`src/rtl/brush_writer.sv`:
```
// brush_writer: write-side engine for the pixel colour store.
// Turns a cursor paint request into a row-major walk over a (2R+1)x(2R+1)
// square brush, or a full-canvas clear, presenting one registered write per
// cycle on (wx, wy, newColor, brush). Both operations share one walker: an
// operation is a signed base corner, an x/y span and a colour.
module brush_writer #(
    parameter int         WIDTH       = 8,
    parameter int         HEIGHT      = 8,
    parameter logic [2:0] CLEAR_COLOR = 3'b000
) (
    input  logic       clk,
    input  logic       reset_n,
    input  logic       paint_req,
    input  logic       clear_req,
    input  logic [7:0] cx,
    input  logic [7:0] cy,
    input  logic [2:0] color,
    input  logic [1:0] radius,
    output logic [7:0] wx,
    output logic [7:0] wy,
    output logic [2:0] newColor,
    output logic       brush,
    output logic       busy,
    output logic       done
);

    typedef enum logic [1:0] {
        IDLE  = 2'd0,
        STAMP = 2'd1,
        CLEAR = 2'd2
    } state_e;

    // Canvas bounds in the walker's 10-bit signed coordinate space.
    localparam logic signed [9:0] WIDTH_S  = 10'(WIDTH);
    localparam logic signed [9:0] HEIGHT_S = 10'(HEIGHT);

    // Sequential state.
    state_e            state_q;
    logic signed [9:0] base_x_q;
    logic signed [9:0] base_y_q;
    logic [7:0]        span_x_q;
    logic [7:0]        span_y_q;
    logic [7:0]        off_x_q;
    logic [7:0]        off_y_q;
    logic [2:0]        color_q;
    logic              fin_q;      // outputs currently show the last candidate
    logic [7:0]        wx_q;
    logic [7:0]        wy_q;
    logic [2:0]        new_color_q;
    logic              brush_q;
    logic              busy_q;
    logic              done_q;

    // Operation descriptor for a request sampled this cycle.
    logic signed [9:0] req_base_x;
    logic signed [9:0] req_base_y;
    logic [7:0]        req_span_x;
    logic [7:0]        req_span_y;
    logic [2:0]        req_color;

    // Current candidate and the walker's next position.
    logic signed [9:0] cur_base_x;
    logic signed [9:0] cur_base_y;
    logic [7:0]        cur_span_x;
    logic [7:0]        cur_span_y;
    logic [7:0]        cur_off_x;
    logic [7:0]        cur_off_y;
    logic [2:0]        cur_color;
    logic signed [9:0] cand_x;
    logic signed [9:0] cand_y;
    logic              cand_in;
    logic              wrap_x;
    logic [7:0]        nxt_off_x;
    logic [7:0]        nxt_off_y;
    logic              is_last;

    // Decode an incoming request into base corner, spans and colour; clear wins.
    always_comb begin
        // NOTE: every always_comb output gets a default first so no path can infer a latch.
        req_base_x = '0;
        req_base_y = '0;
        req_span_x = '0;
        req_span_y = '0;
        req_color  = '0;
        if (clear_req) begin
            req_span_x = 8'(WIDTH - 1);
            req_span_y = 8'(HEIGHT - 1);
            req_color  = CLEAR_COLOR;
        end else begin
            // Widening to 10-bit signed keeps cx-R from wrapping near column 0.
            req_base_x = $signed({2'b00, cx}) - $signed({8'b0, radius});
            req_base_y = $signed({2'b00, cy}) - $signed({8'b0, radius});
            req_span_x = {5'b0, radius, 1'b0};
            req_span_y = {5'b0, radius, 1'b0};
            req_color  = color;
        end
    end

    // Select the candidate being emitted this cycle and advance the walker.
    always_comb begin
        cur_base_x = base_x_q;
        cur_base_y = base_y_q;
        cur_span_x = span_x_q;
        cur_span_y = span_y_q;
        cur_off_x  = off_x_q;
        cur_off_y  = off_y_q;
        cur_color  = color_q;
        if (state_q == IDLE) begin
            // The accepting edge already emits the first candidate, so the
            // walk starts from the freshly decoded request at offset (0,0).
            cur_base_x = req_base_x;
            cur_base_y = req_base_y;
            cur_span_x = req_span_x;
            cur_span_y = req_span_y;
            cur_off_x  = '0;
            cur_off_y  = '0;
            cur_color  = req_color;
        end
        cand_x    = cur_base_x + $signed({2'b00, cur_off_x});
        cand_y    = cur_base_y + $signed({2'b00, cur_off_y});
        cand_in   = (cand_x >= 10'sd0) && (cand_x < WIDTH_S) &&
                    (cand_y >= 10'sd0) && (cand_y < HEIGHT_S);
        wrap_x    = (cur_off_x == cur_span_x);
        nxt_off_x = wrap_x ? 8'd0 : cur_off_x + 8'd1;
        nxt_off_y = wrap_x ? cur_off_y + 8'd1 : cur_off_y;
        is_last   = wrap_x && (cur_off_y == cur_span_y);
    end

    // Control FSM with registered write-port outputs.
    always_ff @(posedge clk) begin
        if (!reset_n) begin
            // Datapath registers are reset too so the write port reads 0 after reset.
            state_q     <= IDLE;
            base_x_q    <= '0;
            base_y_q    <= '0;
            span_x_q    <= '0;
            span_y_q    <= '0;
            off_x_q     <= '0;
            off_y_q     <= '0;
            color_q     <= '0;
            fin_q       <= 1'b0;
            wx_q        <= '0;
            wy_q        <= '0;
            new_color_q <= '0;
            brush_q     <= 1'b0;
            busy_q      <= 1'b0;
            done_q      <= 1'b0;
        end else begin
            // NOTE: non-blocking assignments so every register samples pre-edge values.
            done_q <= 1'b0;
            case (state_q)
                IDLE: begin
                    brush_q <= 1'b0;
                    if (clear_req || paint_req) begin
                        state_q  <= clear_req ? CLEAR : STAMP;
                        base_x_q <= req_base_x;
                        base_y_q <= req_base_y;
                        span_x_q <= req_span_x;
                        span_y_q <= req_span_y;
                        color_q  <= req_color;
                        off_x_q  <= nxt_off_x;
                        off_y_q  <= nxt_off_y;
                        fin_q    <= is_last;
                        busy_q   <= 1'b1;
                        brush_q  <= cand_in;
                        if (cand_in) begin
                            wx_q        <= cand_x[7:0];
                            wy_q        <= cand_y[7:0];
                            new_color_q <= cur_color;
                        end
                    end
                end
                STAMP, CLEAR: begin
                    if (fin_q) begin
                        // Last candidate has been presented: retire the operation.
                        state_q <= IDLE;
                        fin_q   <= 1'b0;
                        busy_q  <= 1'b0;
                        brush_q <= 1'b0;
                        done_q  <= 1'b1;
                    end else begin
                        off_x_q <= nxt_off_x;
                        off_y_q <= nxt_off_y;
                        fin_q   <= is_last;
                        brush_q <= cand_in;
                        if (cand_in) begin
                            wx_q        <= cand_x[7:0];
                            wy_q        <= cand_y[7:0];
                            new_color_q <= cur_color;
                        end
                    end
                end
                default: begin
                    state_q <= IDLE;
                    fin_q   <= 1'b0;
                    busy_q  <= 1'b0;
                    brush_q <= 1'b0;
                end
            endcase
        end
    end

    assign wx       = wx_q;
    assign wy       = wy_q;
    assign newColor = new_color_q;
    assign brush    = brush_q;
    assign busy     = busy_q;
    assign done     = done_q;

endmodule

```
`config.mk`:
```
export PLATFORM = sky130hd
export DESIGN_NAME = brush_writer
export DESIGN_NICKNAME = d
export VERILOG_FILES = /design/src/rtl/brush_writer.sv
export SDC_FILE = /design/constraint.sdc
export NUM_CORES = 1
export LEC_CHECK = 0
export BUFFER_PORTS_ARGS = -buffer_cell sky130_fd_sc_hd__buf_2
export CORE_AREA = 4 4 95 97
export DETAILED_ROUTE_END_ITERATION = 12
export DIE_AREA = 0 0 99 101
export PLACE_DENSITY_LB_ADDON = 0.2
export SLEW_MARGIN = 20
export SYNTH_ARGS = -nofsm -noshare
export SYNTH_HDL_FRONTEND = slang
export SYNTH_SLANG_ARGS = --single-unit
```
`constraint.sdc`:
```
create_clock -name clk -period 4.3 [get_ports clk]
set_input_delay 0.215 -clock clk [delete_from_list [all_inputs] [get_ports clk]]
set_output_delay 0.215 -clock clk [all_outputs]
set_load 0.1 [all_outputs]
```
==> flow_summary.yaml, run 1 <==
setup_path:
  endpoint_kind: "flop"
  timing.rr.end: "wx[6]$_SDFFE_PN0P_"
  critical_path_required_ns: 4.55
  startpoint: "cy[0]"
  start_kind: "input port"
  worstPathCellList: "buf_2, inv_1, ha_1, inv_1, fa_1, or4_4, or3_1, a21oi_1, mux2_2, ha_1, o21a_1, nor2_1, a21oi_1, nand4_1, or4_4, nor4_4, buf_12, and3b_2"
  r2r_start: "state_q[0]$_SDFFE_PN0P_"
  cp_max_fo: 19
  crit_slowest_cell: "or4_4"
  crit_end: "wx[6]$_SDFFE_PN0P_"
  rr_worst_depth: 16
  cp.arrival_ns: 4.33
  ff2ff_setup_slack_ns: 0.36
  crit_type: "input port to flop"
  max_stage_delay_ns: 0.59
finish:
  multiInputGateArea_sq_um: 2849
  drive_above_1_share_pct: 19.20
  area_growth_syn_to_layout_pct: 12.88
  n_fill_cell: 730
  n_antenna_cell: 0
  seqCellArea_sq_um: 1301
  nets: 621
timing:
  relSlewSlack_pct: 46.87
  finalCritPeriodShare_pct: 94.79
  rsz0062_at_grt: "no"
  maxSlewViolCount: 0
  clock-skew-final_ns: 0.006623
  worstMarginPinSlew_ns: 0.7916
  fin_crit_ns: 4.076
  fin_ws_ns: 0.2241
  fmax_mhz: 245.3
  finalHoldViolCount: 0
  setup_viol: 0
global_routing:
  grt_pass1_vias: 3754
  grtUsageTotal_pct: 22.99
  grt-ovfl-total: 0
  grt_pass1_wl_um: 18340
  antenna_found_initial: 0
  grt_max_degree: 56
clock_tree:
  clock_latency_ns: 0.35
  clk_pin_slew_ns: 0.08
  clock_sinks: 65
  htree_levels: 3
  cts_tree: "built"
  cts_setup_buffers: 0
  cts-buffers-inserted: 9
  clockRootBuffer: "clkbuf_8"
  clock_path_buffers: 2
floorplan:
  die_w_um: 99
  rows: 33
  die-area_sq_um: 9999
  die_h_um: 101
  start_util_pct: 53.62
  num_io_pins: 47
  core_area_sq_um: 8134
worst_hold_path:
  min_path_type: "input port to flop"
  min-delay-start: "color[0]"
synthesis:
  synth_area_leaders: "dfxtp_1 (30%), ha_1 (6.9%), nand2_1 (4.7%), nor2b_1 (4.0%), xnor2_1 (3.4%)"
  ys_ff_latch: 65
  synth_cell_types: 66
  synth_fp_nets: 576
  async_reset_ff_share_pct: 0
  synthFlopType: "dfxtp_1"
  syn_area_per_cell_sq_um: 8.340
  ys_warn_count: 0
  synth_largest_area_cell: "dfxtp_1"
  postSynthCellCount: 523
  synth_seq_area_share_pct: 29.83
  yosysTopAreaCellShare_pct: 29.83
  yosysMostFrequentCell: "dfxtp_1"
  synth_edf_count: 0
  syn_area_sq_um: 4362
  synth_commonest_cells: "dfxtp_1 (65), nand2_1 (55), nor2_1 (35)"
routing:
  drtAntennaViolNets: 0
  drc: 0
  dr.pass1.iters: 4
  wl_per_cell_um: 16.15
  routed_wirelength_um: 10950
  vias: 3865
  drt_iter0_drc: 108
  via_per_inst: 5.701
power:
  p_leak_uw: 0.002065
  vdd_drop_max_mv: 0.2914
  finalPower_uw: 1977
  power_density_nw_per_um2: 401.5
place:
  dpl_worst_slack_ns: -0.05741
  gp_congestion: 0.8687
  portBuffers: 46
  dp_hpwl_um: 8028
outcome:
  outcome: "completed"
run:
  maxCapViolCount: 0
-- worst max-delay path, delay by kind of cell --
family | cells | cell delay, ns
AO/OA/AOI/OAI | 3 | 0.62
adder cells (fa/ha/maj) | 3 | 0.69
buffers and inverters | 4 | 0.39
multiplexers | 1 | 0.21
AND/OR/NAND/NOR | 7 | 2.19
-- final cells by class --
type                    count  share of cell area, %
clock buffers               9                  2.516
clock inverters             7                  1.703
inverters                  27                  2.058
multi-input cells         407                  57.87
flip-flops and latches     65                  26.43
well taps                 105                  2.668
repair buffers             58                  6.760
-- per-stage QoR --
stage	instances	hold WS (ns)	util, %	setup TNS [ns]	cell area, sq um
after global placement	662	0.4399	57.98	0	4716
after global routing	678	0.2591	60.53	0	4923
after floorplan	523	0.4112	-	0	4363
final	678	0.2304	60.53	0	4923
after CTS	678	0.2218	60.53	0	4923
after detailed placement	662	0.4569	57.98	-0.4851	4716
-- metal layers --
metal | GRT usage [%] | vias up | share of wire [%]
met2 | 39.57 | 114 | 48
met5 | 0 | - | 0
met4 | 7.353 | 0 | 1.8
met3 | 5.398 | 17 | 6.0
li1 | - | 1926 | -
met1 | 28.38 | 1808 | 44
-- timing repair --
action	4_1_cts	5_1_grt
hold buffers	0	0
setup endpoints to repair	0	2
gates resized for setup	0	1
-- cell families after synthesis --
| family | after synthesis | share of synthesized area [%] |
|---|---|---|
| adders and majority gates | 28 | 8.721 |
| AOI/OAI and AO/OA | 120 | 19.19 |
| and+or+nand+nor | 212 | 27.05 |
| buffers and inverters | 51 | 4.905 |
| xor gates and xnor gates | 27 | 5.422 |
| DFF | 65 | 29.83 |
| muxes | 20 | 4.877 |
-- power by group --
| part | internal, uW | total [uW] | switching (uW) |
|---|---|---|---|
| clock network | 280 | 565 | 285 |
| logic | 265 | 739 | 474 |
| registers | 643 | 673 | 29.6 |
| total | 1190 | 1980 | 789 |
-- worst min-delay path by stage --
stage,to,slack [ns],cells past startpoint
2_1_floorplan,span_y_q[1]$_SDFFE_PN0P_,0.41,2
3_3_place_gp,newColor[0]$_SDFFE_PN0P_,0.44,2
3_5_place_dp,newColor[2]$_SDFFE_PN0P_,0.46,2
4_1_cts,color_q[0]$_SDFFE_PN0P_,0.22,4
5_1_grt,state_q[1]$_SDFFE_PN0P_,0.26,3
6_report,color_q[0]$_SDFFE_PN0P_,0.23,4
-- state kept, by name (all words and copies together) (netlist names) --
register,flops
off_y_q,8
brush,1
color_q,3
busy,1
base_x_q,9
done,1
off_x_q,8
base_y_q,9
span_y_q,3
fin_q,1
state_q,2
wy,8
newColor,3
wx,8
-- cell usage in the layout (no fill, tap or decap), drive strengths merged, types with 5 or more instances in the layout --
cell / synthesis / final
a21boi: 13 / 13
a21o: 6 / 6
a21oi: 23 / 23
a22oi: 5 / 5
and2: 19 / 19
and3: 6 / 6
and3b: 10 / 10
buf: 5 / 58
clkbuf: 19 / 9
dfxtp: 65 / 65
ha: 24 / 24
inv: 27 / 32
mux2: 10 / 10
mux2i: 10 / 10
nand2: 56 / 56
nand2b: 16 / 16
nand3: 9 / 9
nand4: 5 / 5
nor2: 35 / 35
nor2b: 28 / 28
nor3: 9 / 9
o21a: 7 / 7
o21ai: 26 / 26
o22ai: 9 / 9
or4: 5 / 5
xnor2: 17 / 17
xor2: 10 / 10
Note: power is estimated with default switching activity, not from simulation.
==> run 2, diff against run 1 <==
Settings changed: CORE_AREA 4 4 95 97 to 4 4 106 88, DIE_AREA 0 0 99 101 to 0 0 110 92.
==> flow_summary.yaml, run 2 (same netlist as run 1, synthesis figures left out) <==
place:
  gp_congestion: 0.8930
  portBuffers: 46
  dp_cells: 670
  dp_hpwl_um: 8247
  dpl_cell_area_sq_um: 4732
routing:
  wl_per_cell_um: 16.16
  drc: 0
  dr.pass1.iters: 5
  drt_iter0_drc: 145
  routed_wirelength_um: 11080
  vias: 3885
  via_per_inst: 5.663
  drtAntennaViolNets: 0
global_routing:
  grt_pass1_wl_um: 18470
  grt_pass1_vias: 3701
  antenna_found_initial: 0
  grtUsageTotal_pct: 23.21
  grt_max_degree: 46
  grt-ovfl-total: 0
finish:
  nets: 622
  fin_cells: 686
  final_cell_mix: "dfxtp_1 (65), nand2_1 (55), buf_2 (46)"
  n_antenna_cell: 0
  drive_above_1_share_pct: 19.16
  area_growth_syn_to_layout_pct: 12.99
  reg_top3: "base_x_q: 9 flops, base_y_q: 9 flops"
  final_cell_area_sq_um: 4928
  final_common_cell: "dfxtp_1"
setup_path:
  r2r_start: "state_q[0]$_SDFFE_PN0P_"
  start_kind: "flop"
  cp.arrival_ns: 4.28
  crit_type: "flop to flop"
  critical_path_required_ns: 4.54
  rr_worst_depth: 15
  ff2ff_setup_slack_ns: 0.26
  endpoint_kind: "flop"
  timing.rr.end: "wy[7]$_SDFFE_PN0P_"
  cp_max_fo: 19
  startpoint: "state_q[0]$_SDFFE_PN0P_"
power:
  combPwrFrac_pct: 38.4
  vdd_drop_max_mv: 0.2595
  power_density_nw_per_um2: 395.9
  p_int_uw: 1184
  switchingPower_uw: 767.1
  p_leak_uw: 0.002063
  switching_share_pct: 39.32
  finalPower_uw: 1951
  p_clk_share_pct: 27.0
  seq_power_share_pct: 34.6
timing:
  finalCritPeriodShare_pct: 93.85
  clock-skew-final_ns: 0.01211
  finalHoldViolCount: 0
  rsz0062_at_grt: "no"
  maxSlewViolCount: 0
  worstMarginPinSlew_ns: 0.8173
  setup_viol: 0
  fmax_mhz: 247.8
  fin_crit_ns: 4.036
  fin_tns_setup_ns: 0
  relSlewSlack_pct: 45.15
worst_hold_path:
  worstHoldPathCells: 4
  whs_endpoint: "color_q[2]$_SDFFE_PN0P_"
  min-delay-start: "color[2]"
  min_path_type: "input port to flop"
floorplan:
  die_h_um: 92
  core_area_sq_um: 8295
  start_util_pct: 52.58
  die-area_sq_um: 10120
  die_w_um: 110
  num_io_pins: 47
  rows: 30
clock_tree:
  post_cts_resized: 0
  clock_sinks: 65
  clock_path_buffers: 2
  cts_tree: "built"
  clock_latency_ns: 0.35
  clockRootBuffer: "clkbuf_8"
  clk_pin_slew_ns: 0.08
  cts-buffers-inserted: 9
  cts_setup_buffers: 0
  htree_levels: 3
  holdBufCountCts: 0
run:
  maxCapViolCount: 0
outcome:
  outcome: "completed"
## run 2: per-stage QoR
stage | setup WS [ns] | hold slack, ns | util, %
detailed placement | -0.02606 | 0.4498 | 57.04
floorplan | 0.04747 | 0.4112 | -
finish | 0.2644 | 0.2266 | 59.41
global route | 0.08255 | 0.2455 | 59.41
global placement | 0.1189 | 0.4443 | 57.04
CTS | 0.3084 | 0.2201 | 59.41
## run 2: power by group through the flow
stage                     Sequential [uW]  Clock, uW  Combinational (uW)
final                                 675        527                 749
after global routing                  680        569                 816
after CTS                             674        541                 745
after detailed placement              688          0                 738
after global placement                687          0                 729
after floorplan                       734          0                 490
## run 2: how the worst max path moves through the flow
stage	end	slack [ns]	cells after the start
final	wy[7]$_SDFFE_PN0P_	0.26	15
after global routing	wy[7]$_SDFFE_PN0P_	0.08	15
after CTS	wy[7]$_SDFFE_PN0P_	0.31	15
after global placement	wy[5]$_SDFFE_PN0P_	0.12	18
after detailed placement	wy[7]$_SDFFE_PN0P_	-0.03	17
after floorplan	wx[7]$_SDFFE_PN0P_	0.05	17
## run 2: cell type report
type,instances,area [sq um]
Fill cell,737,3367
Multi-Input combinational cell,407,2849
Sequential cell,65,1301
Timing Repair Buffer,59,340.3
Tap cell,112,140.1
Clock buffer,10,127.6
Inverter,27,101.3
Clock inverter,6,68.82
## run 2: layer usage
layer	routed length, um	GRT usage (%)	vias up
met2	5242	36.57	100
li1	-	-	1923
met3	653	4.715	10
met4	97	5.919	0
met1	5091	32.24	1852
met5	0	0	-
## run 2: critical path: stages (launching register included)
cell	delay, ns
dfxtp_1	0.33
inv_1	0.06
ha_2	0.29
nand2b_1	0.10
o21ai_0	0.44
ha_1	0.28
inv_1	0.06
fa_1	0.37
nand2b_1	0.24
a21oi_1	0.23
xnor2_1	0.16
nand4_1	0.10
or4_4	0.56
nor4_4	0.28
buf_12	0.20
and3b_2	0.22
==> run 3, diff against run 2 <==
Settings changed: CORE_AREA 4 4 106 88 to 4 4 98 81, DIE_AREA 0 0 110 92 to 0 0 102 85.
Clock period 4.3 ns to 5 ns, I/O delays scaled along.
==> flow_summary.yaml, run 3 (same netlist as run 1, synthesis figures left out) <==
finish:
  n_fill_cell: 548
  drive_above_1_share_pct: 18.31
  area_growth_syn_to_layout_pct: 10.96
  final_common_cell: "dfxtp_1"
  final_cell_mix: "dfxtp_1 (65), nand2_1 (55), buf_2 (46)"
  seqCellArea_sq_um: 1301
  nets: 616
  reg_top3: "base_x_q: 9 flops, base_y_q: 9 flops"
  n_antenna_cell: 0
  multiInputGateArea_sq_um: 2849
routing:
  via_per_inst: 6.087
  wl_per_cell_um: 17.20
  vias: 3987
  drtAntennaViolNets: 0
  dr.pass1.iters: 5
  drt_iter0_drc: 409
  drc: 0
  routed_wirelength_um: 11270
floorplan:
  num_io_pins: 47
  rows: 27
  die-area_sq_um: 8670
  die_w_um: 102
  core_area_sq_um: 6892
  die_h_um: 85
  start_util_pct: 63.29
global_routing:
  grt-ovfl-total: 0
  grtUsageTotal_pct: 26.20
  grt_pass1_vias: 3755
  grt_pass1_wl_um: 17930
  antenna_found_initial: 0
  grt_max_degree: 76
place:
  dp_hpwl_um: 8413
  dpl_worst_slack_ns: 0.5376
  portBuffers: 46
  gp_congestion: 0.9115
outcome:
  outcome: "completed"
setup_path:
  start_kind: "flop"
  crit_buf_inv: 4
  cp.arrival_ns: 4.39
  worstPathCellList: "inv_1, ha_2, buf_4, nand2b_1, o21ai_0, ha_1, inv_1, fa_1, nand2b_1, a21oi_1, xnor2_1, nand4_1, or4_4, nor4_4, buf_4, and3b_2"
  max_stage_delay_ns: 0.56
  endpoint_kind: "flop"
  cp_max_fo: 46
  crit_type: "flop to flop"
  path_delay_family: "simple AND/OR/NAND/NOR gates"
  crit_slowest_cell: "or4_4"
  critical_path_required_ns: 5.25
clock_tree:
  clock_latency_ns: 0.35
  clockRootBuffer: "clkbuf_8"
  cts_tree: "built"
  clk_pin_slew_ns: 0.08
  clock_path_buffers: 2
  htree_levels: 3
  holdBufCountCts: 0
  cts-buffers-inserted: 9
  post_cts_resized: 0
  cts_setup_buffers: 0
  clock_sinks: 65
power:
  power_density_nw_per_um2: 344.5
  switchingPower_uw: 653.3
  vdd_drop_max_mv: 0.3502
  seq_power_share_pct: 34.9
  switching_share_pct: 39.19
  p_clk_share_pct: 27.3
  combPwrFrac_pct: 37.8
  p_int_uw: 1014
  p_leak_uw: 0.002029
timing:
  fin_tns_setup_ns: 0
  worstMarginPinSlew_ns: 0.8375
  fin_crit_ns: 4.147
  fmax_mhz: 241.2
  rsz0062_at_grt: "no"
  relSlewSlack_pct: 43.79
  finalHoldViolCount: 0
  finalCritPeriodShare_pct: 82.93
  setup_viol: 0
  clock-skew-final_ns: 0.006588
  fin_ws_ns: 0.8535
  maxSlewViolCount: 0
worst_hold_path:
  min_path_type: "input port to flop"
run:
  maxCapViolCount: 0
==> run 3: worst paths after layout <==
path / slack, ns / end / startpoint / depth (start not counted)
worst max-delay path: 0.85 / wy[7]$_SDFFE_PN0P_ / state_q[0]$_SDFFE_PN0P_ / 16
worst min-delay path: 0.25 / color_q[2]$_SDFFE_PN0P_ / color[2] / 4
worst max register to register: 0.85 / wy[7]$_SDFFE_PN0P_ / state_q[0]$_SDFFE_PN0P_ / 16
worst min register to register: 0.46 / wy[1]$_SDFFE_PN0P_ / wy[1]$_SDFFE_PN0P_ / 2
==> run 3: routing by layer <==
layer	track usage [%]	up-vias	share of wire, %
met3	6.574	23	6.9
met1	35.38	1876	44
met5	0	-	0
met2	41.00	172	46
met4	8.343	0	2.3
li1	-	1916	-
==> run 3: area by class of cell <==
class	count	share of cell area, %
clock buffers	11	2.921
clock inverters	5	1.138
inverters	27	2.094
multi-input cells	407	58.87
flip-flops and latches	65	26.89
well taps	87	2.249
repair buffers	53	5.843
==> run 3: power by group through the flow <==
stage / sequential, uW / combinational, uW / clock [uW]
after floorplan: 631 / 421 / 0
after global placement: 590 / 606 / 0
after detailed placement: 592 / 619 / 0
after CTS: 580 / 622 / 462
after global routing: 584 / 679 / 492
final: 581 / 630 / 456
==> run 3: tightest hold or removal path, stage by stage <==
cell	delay (ns)
buf_2	0.09
a22oi_1	0.05
nor2_1	0.08
o21a_1	0.10
==> run 3: metrics by stage <==
step	cell area [sq um]	util, %	total power, uW	hold slack, ns	cells
5_1_grt	4840	70.23	1756	0.2542	655
3_3_place_gp	4643	67.37	1195	0.4407	639
4_1_cts	4840	70.23	1664	0.2466	655
2_1_floorplan	4362	-	1052	0.4410	523
6_report	4840	70.23	1667	0.2509	655
3_5_place_dp	4643	67.37	1210	0.4487	639
